$ cat config.mk
export PLATFORM = sky130hd
export DESIGN_NAME = prim_secded_inv_39_32_err_mon
export DESIGN_NICKNAME = d
export VERILOG_FILES = /design/src/rtl/prim_secded_inv_39_32_err_mon.sv
export SDC_FILE = /design/constraint.sdc
export NUM_CORES = 1
export LEC_CHECK = 0
export ABC_AREA = 0
export ABC_CLOCK_PERIOD_IN_PS = 4300
export CAP_MARGIN = 20
export CORE_MARGIN = 4
export CORE_UTILIZATION = 30
export DETAILED_ROUTE_END_ITERATION = 7
export GPL_ROUTABILITY_DRIVEN = 0
export PLACE_DENSITY = 0.52
export SKIP_LAST_GASP = 1
export SLEW_MARGIN = 20
export SYNTH_ARGS = -nofsm -noshare
export SYNTH_HDL_FRONTEND = slang
export SYNTH_SLANG_ARGS = --single-unit
$ cat constraint.sdc
create_clock -name clk_i -period 4.3 [get_ports clk_i]
set_input_delay 0.86 -clock clk_i [delete_from_list [all_inputs] [get_ports clk_i]]
set_output_delay 0.86 -clock clk_i [all_outputs]
set_load 0.005 [all_outputs]
$ cat src/rtl/prim_secded_inv_39_32_err_mon.sv
// Consumer stage behind the inverted 39/32 SECDED decoder.
// Forwards decoded words through a 2-entry skid buffer. Classifies each
// accepted word, keeps saturating error counters, holds the first error's
// syndrome, and pulses an alert for uncorrectable words.
module prim_secded_inv_39_32_err_mon #(
  parameter int CntW        = 8,
  parameter bit ScrubUncorr = 1'b1
) (
  input  logic            clk_i,
  input  logic            rst_i,
  input  logic            clr_i,
  input  logic            in_valid_i,
  output logic            in_ready_o,
  input  logic [31:0]     in_data_i,
  input  logic [6:0]      in_syndrome_i,
  input  logic [1:0]      in_err_i,
  output logic            out_valid_o,
  input  logic            out_ready_i,
  output logic [31:0]     out_data_o,
  output logic [1:0]      out_err_o,
  output logic [CntW-1:0] corr_cnt_o,
  output logic [CntW-1:0] uncorr_cnt_o,
  output logic            first_err_vld_o,
  output logic [6:0]      first_syndrome_o,
  output logic [1:0]      first_err_type_o,
  output logic            alert_o
);

  typedef enum logic [1:0] {StEmpty, StOne, StFull} state_e;

  state_e          state_q, state_d;
  logic            in_ready_q, in_ready_d;
  logic [31:0]     out_data_q, skid_data_q;
  logic [1:0]      out_err_q, skid_err_q;
  logic            load_out, load_skid, move_skid;
  logic            accept, take;
  logic [1:0]      cls;
  logic [31:0]     word_data;
  logic [CntW-1:0] corr_q, corr_d, corr_base;
  logic [CntW-1:0] uncorr_q, uncorr_d, uncorr_base;
  logic            fe_vld_q, fe_vld_d, fe_vld_base;
  logic [6:0]      fe_syn_q, fe_syn_d;
  logic [1:0]      fe_type_q, fe_type_d;
  logic            alert_q, alert_d;

  assign accept = in_valid_i && in_ready_q;
  assign take   = out_valid_o && out_ready_i;

  // Error class: the uncorrectable flag dominates, so the illegal 2'b11 folds into it.
  assign cls       = in_err_i[1] ? 2'b10 : (in_err_i[0] ? 2'b01 : 2'b00);
  assign word_data = (ScrubUncorr && cls == 2'b10) ? 32'h0 : in_data_i;

  // Buffer next-state and datapath steering.
  always_comb begin
    state_d   = state_q;
    load_out  = 1'b0;
    load_skid = 1'b0;
    move_skid = 1'b0;
    case (state_q)
      StEmpty: begin
        if (accept) begin
          load_out = 1'b1;
          state_d  = StOne;
        end
      end
      StOne: begin
        if (accept && take) begin
          load_out = 1'b1;
        end else if (accept) begin
          load_skid = 1'b1;
          state_d   = StFull;
        end else if (take) begin
          state_d = StEmpty;
        end
      end
      StFull: begin
        if (take) begin
          move_skid = 1'b1;
          state_d   = StOne;
        end
      end
      default: state_d = StEmpty;
    endcase
    // Ready is registered from the next state, so out_ready_i never reaches in_ready_o combinationally.
    in_ready_d = (state_d != StFull);
  end

  // Buffer state, ready register and word storage.
  always_ff @(posedge clk_i or posedge rst_i) begin
    if (rst_i) begin
      state_q     <= StEmpty;
      in_ready_q  <= 1'b1;
      out_data_q  <= 32'h0;
      out_err_q   <= 2'b00;
      skid_data_q <= 32'h0;
      skid_err_q  <= 2'b00;
    end else begin
      state_q    <= state_d;
      in_ready_q <= in_ready_d;
      if (load_out) begin
        out_data_q <= word_data;
        out_err_q  <= cls;
      end else if (move_skid) begin
        out_data_q <= skid_data_q;
        out_err_q  <= skid_err_q;
      end
      if (load_skid) begin
        skid_data_q <= word_data;
        skid_err_q  <= cls;
      end
    end
  end

  // Counters and capture: a same-cycle clear is applied before the new error.
  always_comb begin
    corr_base   = clr_i ? '0 : corr_q;
    uncorr_base = clr_i ? '0 : uncorr_q;
    fe_vld_base = clr_i ? 1'b0 : fe_vld_q;
    corr_d      = corr_base;
    uncorr_d    = uncorr_base;
    fe_vld_d    = fe_vld_base;
    fe_syn_d    = clr_i ? 7'h0 : fe_syn_q;
    fe_type_d   = clr_i ? 2'b00 : fe_type_q;
    alert_d     = accept && (cls == 2'b10);
    if (accept && cls == 2'b01 && corr_base != '1) begin
      corr_d = corr_base + CntW'(1);
    end
    if (accept && cls == 2'b10 && uncorr_base != '1) begin
      uncorr_d = uncorr_base + CntW'(1);
    end
    if (accept && cls != 2'b00 && !fe_vld_base) begin
      fe_vld_d  = 1'b1;
      fe_syn_d  = in_syndrome_i;
      fe_type_d = cls;
    end
  end

  // Error monitor registers.
  always_ff @(posedge clk_i or posedge rst_i) begin
    if (rst_i) begin
      corr_q    <= '0;
      uncorr_q  <= '0;
      fe_vld_q  <= 1'b0;
      fe_syn_q  <= 7'h0;
      fe_type_q <= 2'b00;
      alert_q   <= 1'b0;
    end else begin
      corr_q    <= corr_d;
      uncorr_q  <= uncorr_d;
      fe_vld_q  <= fe_vld_d;
      fe_syn_q  <= fe_syn_d;
      fe_type_q <= fe_type_d;
      alert_q   <= alert_d;
    end
  end

  assign in_ready_o       = in_ready_q;
  assign out_valid_o      = (state_q != StEmpty);
  assign out_data_o       = out_data_q;
  assign out_err_o        = out_err_q;
  assign corr_cnt_o       = corr_q;
  assign uncorr_cnt_o     = uncorr_q;
  assign first_err_vld_o  = fe_vld_q;
  assign first_syndrome_o = fe_syn_q;
  assign first_err_type_o = fe_type_q;
  assign alert_o          = alert_q;

endmodule

==> metrics.yaml, run 1 <==
syn-num-nets: 457
cts.sinks: 98
hold_path.class: "flip-flop to flip-flop"
cts_buffers: 9
cap_violations: 0
antenna_cells: 0
fin_worst_hold_slack_ps: 487
crit_fanout: 15
wl_per_cell_um: 15.8
vias_per_cell: 4.84
overflow: 0
cts_root_buffer: "clkbuf_16"
slew_violations: 0
die_h_um: 127
finClkSkew_ps: 6.85
drtPass1Iterations: 4
dieArea_sq_um: 16200
layout-drive-gt1-share_pct: 6.21
boundaryPins: 109
post_cts_buffers: 0
ys_seq_area_share_pct: 57.5
synth.distinct_cells: 51
synth_enable_flop_cells: 0
setup_viol_count_final: 0
clk_path_buf_depth: 2
crit_buf_inv: 1
outcome: "complete, no violations"
critical-path-slowest-cell: "clkdlybuf4s50_1"
tns_ps: 0
drt_wl_total_um: 11000
required_ps: 4520
initial_core_util_pct: 30.7
cp-end-kind: "flip-flop"
synthCells: 409
arrival_ps: 3220
grt_max_degree: 69
drc_errors: 0
worst_skew_pair.late_latency_ps: 340
io_buffers: 108
core.rowCount: 43
grt_pass1_wl_um: 17700
powerDensity_nw_per_um2: 526
period_share_pct: 69.7
coreArea_sq_um: 13900
worst_pin_slew_ps: 994
async_flop_share_pct: 100
final_net_count: 558
irDropWorstVdd_mv: 0.211
drt_iter0_markers: 156
start_kind: "primary input"
cts_tree: "built"
area_growth_pct: 36.5
syn_area_sq_um: 4270
grt_setup_unrepaired: "false"
ys_warn_count: 0
grt_pass1_vias: 3412
utilization_pct: 41.9
hold_buffers: 0
max_slew_margin_pct: 33.7
dp_hpwl_um: 7410
antenna_found_initial: 0
ant_nets: 0
criticalPathCategory: "primary input to flip-flop"
path_delay_family: "simple AND/OR/NAND/NOR gates"
synthFlopType: "dfrtp_1"
die_w_um: 127
cp_cell_sequence: "clkdlybuf4s50_1 > nor2b_1 > ha_1 > nand4_1 > or3_1 > nand2_1 > mux2_1"
synth_area_per_cell_sq_um: 10.4
p_leak_uw: 0.00250
fmax_mhz: 334
max_stage_delay_ps: 690
vias: 3365
clk_pin_slew_ps: 60
htreeDepth: 3
hold_violations: 0
period_needed_ps: 3000
synth_seq_cells: 98
post_cts_resized: 0
globalRouteTotalUtil_pct: 13.9
## layer usage
layer / global-route usage (%) / part of all wire [%] / vias up
met5: 0 / 0 / -
met4: 5.99 / 1.8 / 0
met3: 2.76 / 4.0 / 13
met2: 22.6 / 49 / 81
met1: 18.1 / 46 / 1626
li1: - / - / 1645
## worst register-to-register path: cells and delay by family (launching register included)
kind	cells	cell delay, ps
buffers and inverters	1	440
and+or+nand+nor	3	900
AOI/OAI and AO/OA	1	60
DFF	1	620
## cells in the final DEF, fill, tap and decap left out, types with 4 or more instances in the layout
cell type	instances
nand2_1	80
dfrtp_1	97
mux2i_1	8
o21ai_1	34
a21oi_1	15
xnor2_1	6
nor2b_1	14
nor3_1	4
a221o_1	29
clkdlybuf4s50_1	108
nand3_1	6
clkbuf_16	9
buf_4	6
mux2_1	9
nor2_1	35
## cell usage after synthesis, types with 2 or more instances
cell | count | area (sq um)
dfrtp_1 | 97 | 2430
nand2_1 | 80 | 300
nor2_1 | 35 | 131
o21ai_1 | 34 | 170
a221o_1 | 29 | 290
a21oi_1 | 16 | 80.1
nor2b_1 | 14 | 87.6
buf_2 | 12 | 60.1
clkbuf_1 | 9 | 33.8
mux2_1 | 9 | 101
mux2i_1 | 8 | 80.1
nand3_1 | 6 | 30.0
xnor2_1 | 6 | 52.6
nor3_1 | 4 | 20.0
inv_1 | 3 | 11.3
nand2b_1 | 3 | 18.8
a311oi_1 | 2 | 17.5
a31oi_1 | 2 | 12.5
and3_1 | 2 | 12.5
and4_1 | 2 | 17.5
buf_6 | 2 | 22.5
ha_1 | 2 | 25.0
inv_2 | 2 | 7.51
nand4_1 | 2 | 12.5
o21ai_0 | 2 | 10.0
## state kept, by name, summed over array words and instances (netlist names), 2 cells and up
name              flops
uncorr_cnt_o          8
first_err_type_o      2
skid_data_q          32
skid_err_q            2
out_err_o             2
corr_cnt_o            8
out_data_o           32
first_syndrome_o      7
state_q               2
## metrics by stage
| step | instances | cell area [sq um] | setup slack (ps) | total power (uW) |
|---|---|---|---|---|
| 3_3_place_gp | 679 | 5520 | 1030 | 2260 |
| 6_report | 695 | 5820 | 1300 | 3060 |
| 3_5_place_dp | 679 | 5520 | 965 | 2290 |
| 5_1_grt | 695 | 5820 | 1150 | 3260 |
| 4_1_cts | 695 | 5820 | 1320 | 3120 |
| 2_1_floorplan | 409 | 4270 | 880 | 1780 |
## path summary, 6_finish.rpt
path / cells after the start / startpoint / slack [ps] / end
max: 7 / clr_i / 1300 / corr_cnt_o[1]
min: 2 / skid_err_q[0] / 490 / skid_err_q[0]
max reg2reg: 5 / in_ready_o / 2160 / skid_data_q[16]
min reg2reg: 2 / skid_err_q[0] / 490 / skid_err_q[0]
max in group asynchronous: 3 / rst_i / 2410 / in_ready_o
min in group asynchronous: 2 / rst_i / 1050 / skid_data_q[28]
## where the power goes
part / leakage [uW] / switching (uW) / internal [uW] / total [uW]
registers: 0.00128 / 173 / 1200 / 1380
clock network: 0.000147 / 342 / 470 / 811
logic: 0.00107 / 366 / 510 / 877
total: 0.00250 / 881 / 2180 / 3060
## cell families (layout without fill, tap and decap cells)
kind of cell	count (synthesis)	after routing	share of synthesized area, %
buf+inv	30	136	3.43
compound gates	93	93	15.3
simple gates	162	162	17.5
xor+xnor	7	7	1.44
flops	98	98	57.5
fa+ha+maj	2	2	0.587
mux	17	17	4.25
## final cells by class
| class | instances | area (sq um) |
|---|---|---|
| fillers | 1337 | 8060 |
| flip-flops and latches | 98 | 2450 |
| multi-input cells | 281 | 1680 |
| repair buffers | 115 | 1150 |
| clock buffers | 12 | 246 |
| well taps | 180 | 225 |
| clock inverters | 4 | 52.6 |
| inverters | 5 | 21.3 |
(Power assumes the default switching activity.)
==> run 2: changes to the inputs <==
- ABC_CLOCK_PERIOD_IN_PS: 4300 -> 2450
- PLACE_DENSITY: 0.52 -> 0.54
- clock period: 4.3 -> 2.45 ns (I/O delays scaled with it)
==> run 2 against run 1 <==
- flip-flop and latch count unchanged
- highest routed layer unchanged
- combinational power up 78%
- global-route usage up 0.69 points
- first-iteration DRC count up 22%
- sequential share of layout area down 0.98 points
- clock power up 68%
- hold slack better by 3.5 ps
==> metrics.yaml, run 2 (synthesized netlist as in run 1, its figures left out) <==
switchingPower_uw: 1580
vias: 3466
arrival_ps: 2300
fmax_mhz: 480
period_needed_ps: 2080
setup_viol_count_final: 0
die_h_um: 127
worst_skew_pair.late_latency_ps: 340
drt_wl_total_um: 11100
cts_buffers: 9
antenna_cells: 0
grt_max_degree: 99
final_cells: 709
clk_pin_slew_ps: 70
post_cts_buffers: 0
cp-end-kind: "flip-flop"
overflow: 0
dieArea_sq_um: 16200
grt_pass1_wl_um: 18900
drt_iter0_markers: 190
post_cts_resized: 0
numPlacedInstances: 693
critical-path-slowest-cell: "clkdlybuf4s50_1"
tns_ps: 0
cts_tree: "built"
core.rowCount: 43
coreArea_sq_um: 13900
dp_hpwl_um: 7470
period_share_pct: 85.0
globalRouteTotalUtil_pct: 14.6
p_leak_uw: 0.00257
wl_per_cell_um: 15.6
final_net_count: 572
cp_cell_sequence: "clkdlybuf4s50_1 > nor2b_1 > ha_1 > nand4_1 > or3_1 > nand2_1 > mux2_1"
hold_buffers: 0
required_ps: 2670
grt_pass1_vias: 3615
slew_violations: 0
pwr-share-seq_pct: 45.3
antenna_found_initial: 0
irDropWorstVdd_mv: 0.395
powerDensity_nw_per_um2: 897
io_buffers: 108
boundaryPins: 109
grt_setup_unrepaired: "false"
p_comb_share_pct: 29.2
clk_path_buf_depth: 2
drc_errors: 0
total_power_uw: 5350
drtPass1Iterations: 4
mostFrequentLayoutCell: "clkdlybuf4s50_1"
power.share.switching_pct: 29.6
htreeDepth: 3
start_kind: "primary input"
criticalPathCategory: "primary input to flip-flop"
crit_fanout: 4
hold_violations: 0
worst_pin_slew_ps: 908
die_w_um: 127
outcome: "complete, no violations"
final_cell_mix: "108 x clkdlybuf4s50_1, 97 x dfrtp_1, 80 x nand2_1"
hold_path.class: "flip-flop to flip-flop"
max_stage_delay_ps: 460
cts_root_buffer: "clkbuf_16"
vias_per_cell: 4.89
finClkSkew_ps: 6.83
max_slew_margin_pct: 39.3
intPower_uw: 3770
area_growth_pct: 39.7
cts.sinks: 98
layout-drive-gt1-share_pct: 9.07
initial_core_util_pct: 30.7
cap_violations: 0
ant_nets: 0
clock_power_share_pct: 25.5
==> run 2: metrics by stage <==
stage	utilization, %	instance area (sq um)	setup slack [ps]	hold slack, ps
finish	42.9	5960	368	491
detailed placement	40.9	5670	20.0	480
global route	42.9	5960	251	520
CTS	42.9	5960	342	496
global placement	40.9	5670	72.1	467
floorplan	-	4270	85.8	455
==> run 2: routing by layer <==
| layer | track usage (%) | wire length (um) | vias up | part of all wire (%) |
|---|---|---|---|---|
| li1 | - | - | 1677 | - |
| met4 | 5.87 | 221 | 0 | 2.0 |
| met2 | 23.9 | 5450 | 70 | 49 |
| met3 | 2.76 | 410 | 15 | 3.7 |
| met1 | 19.1 | 4980 | 1704 | 45 |
| met5 | 0 | 0 | - | 0 |
==> run 2: power by group through the flow <==
stage / clock, uW / sequential (uW) / combinational (uW)
2_1_floorplan: 0 / 2400 / 726
3_3_place_gp: 0 / 2430 / 1570
3_5_place_dp: 0 / 2450 / 1600
4_1_cts: 1420 / 2430 / 1600
5_1_grt: 1490 / 2490 / 1740
6_report: 1360 / 2420 / 1560
==> run 2: path summary, 6_finish.rpt <==
kind	start	endpoint	slack [ps]	cells past startpoint
setup / recovery	clr_i	corr_cnt_o[1]	370	7
hold / removal	skid_data_q[11]	skid_data_q[11]	490	2
setup reg to reg	corr_cnt_o[0]	corr_cnt_o[1]	560	6
hold reg to reg	skid_data_q[11]	skid_data_q[11]	490	2
max in group asynchronous	rst_i	in_ready_o	1380	3
min in group asynchronous	rst_i	out_data_o[4]	630	3
==> run 2: cell type report <==
type / count / area, sq um
Multi-Input combinational cell: 281 / 1680
Fill cell: 1353 / 7920
Timing Repair Buffer: 129 / 1290
Sequential cell: 98 / 2450
Clock buffer: 10 / 239
Clock inverter: 6 / 47.5
Inverter: 5 / 22.5
Tap cell: 180 / 225
==> run 2: critical path: cells and delay by family <==
kind / cells / cell delay [ps]
muxes: 1 / 330
adders and majority gates: 1 / 200
and+or+nand+nor: 4 / 820
buffers and inverters: 1 / 460
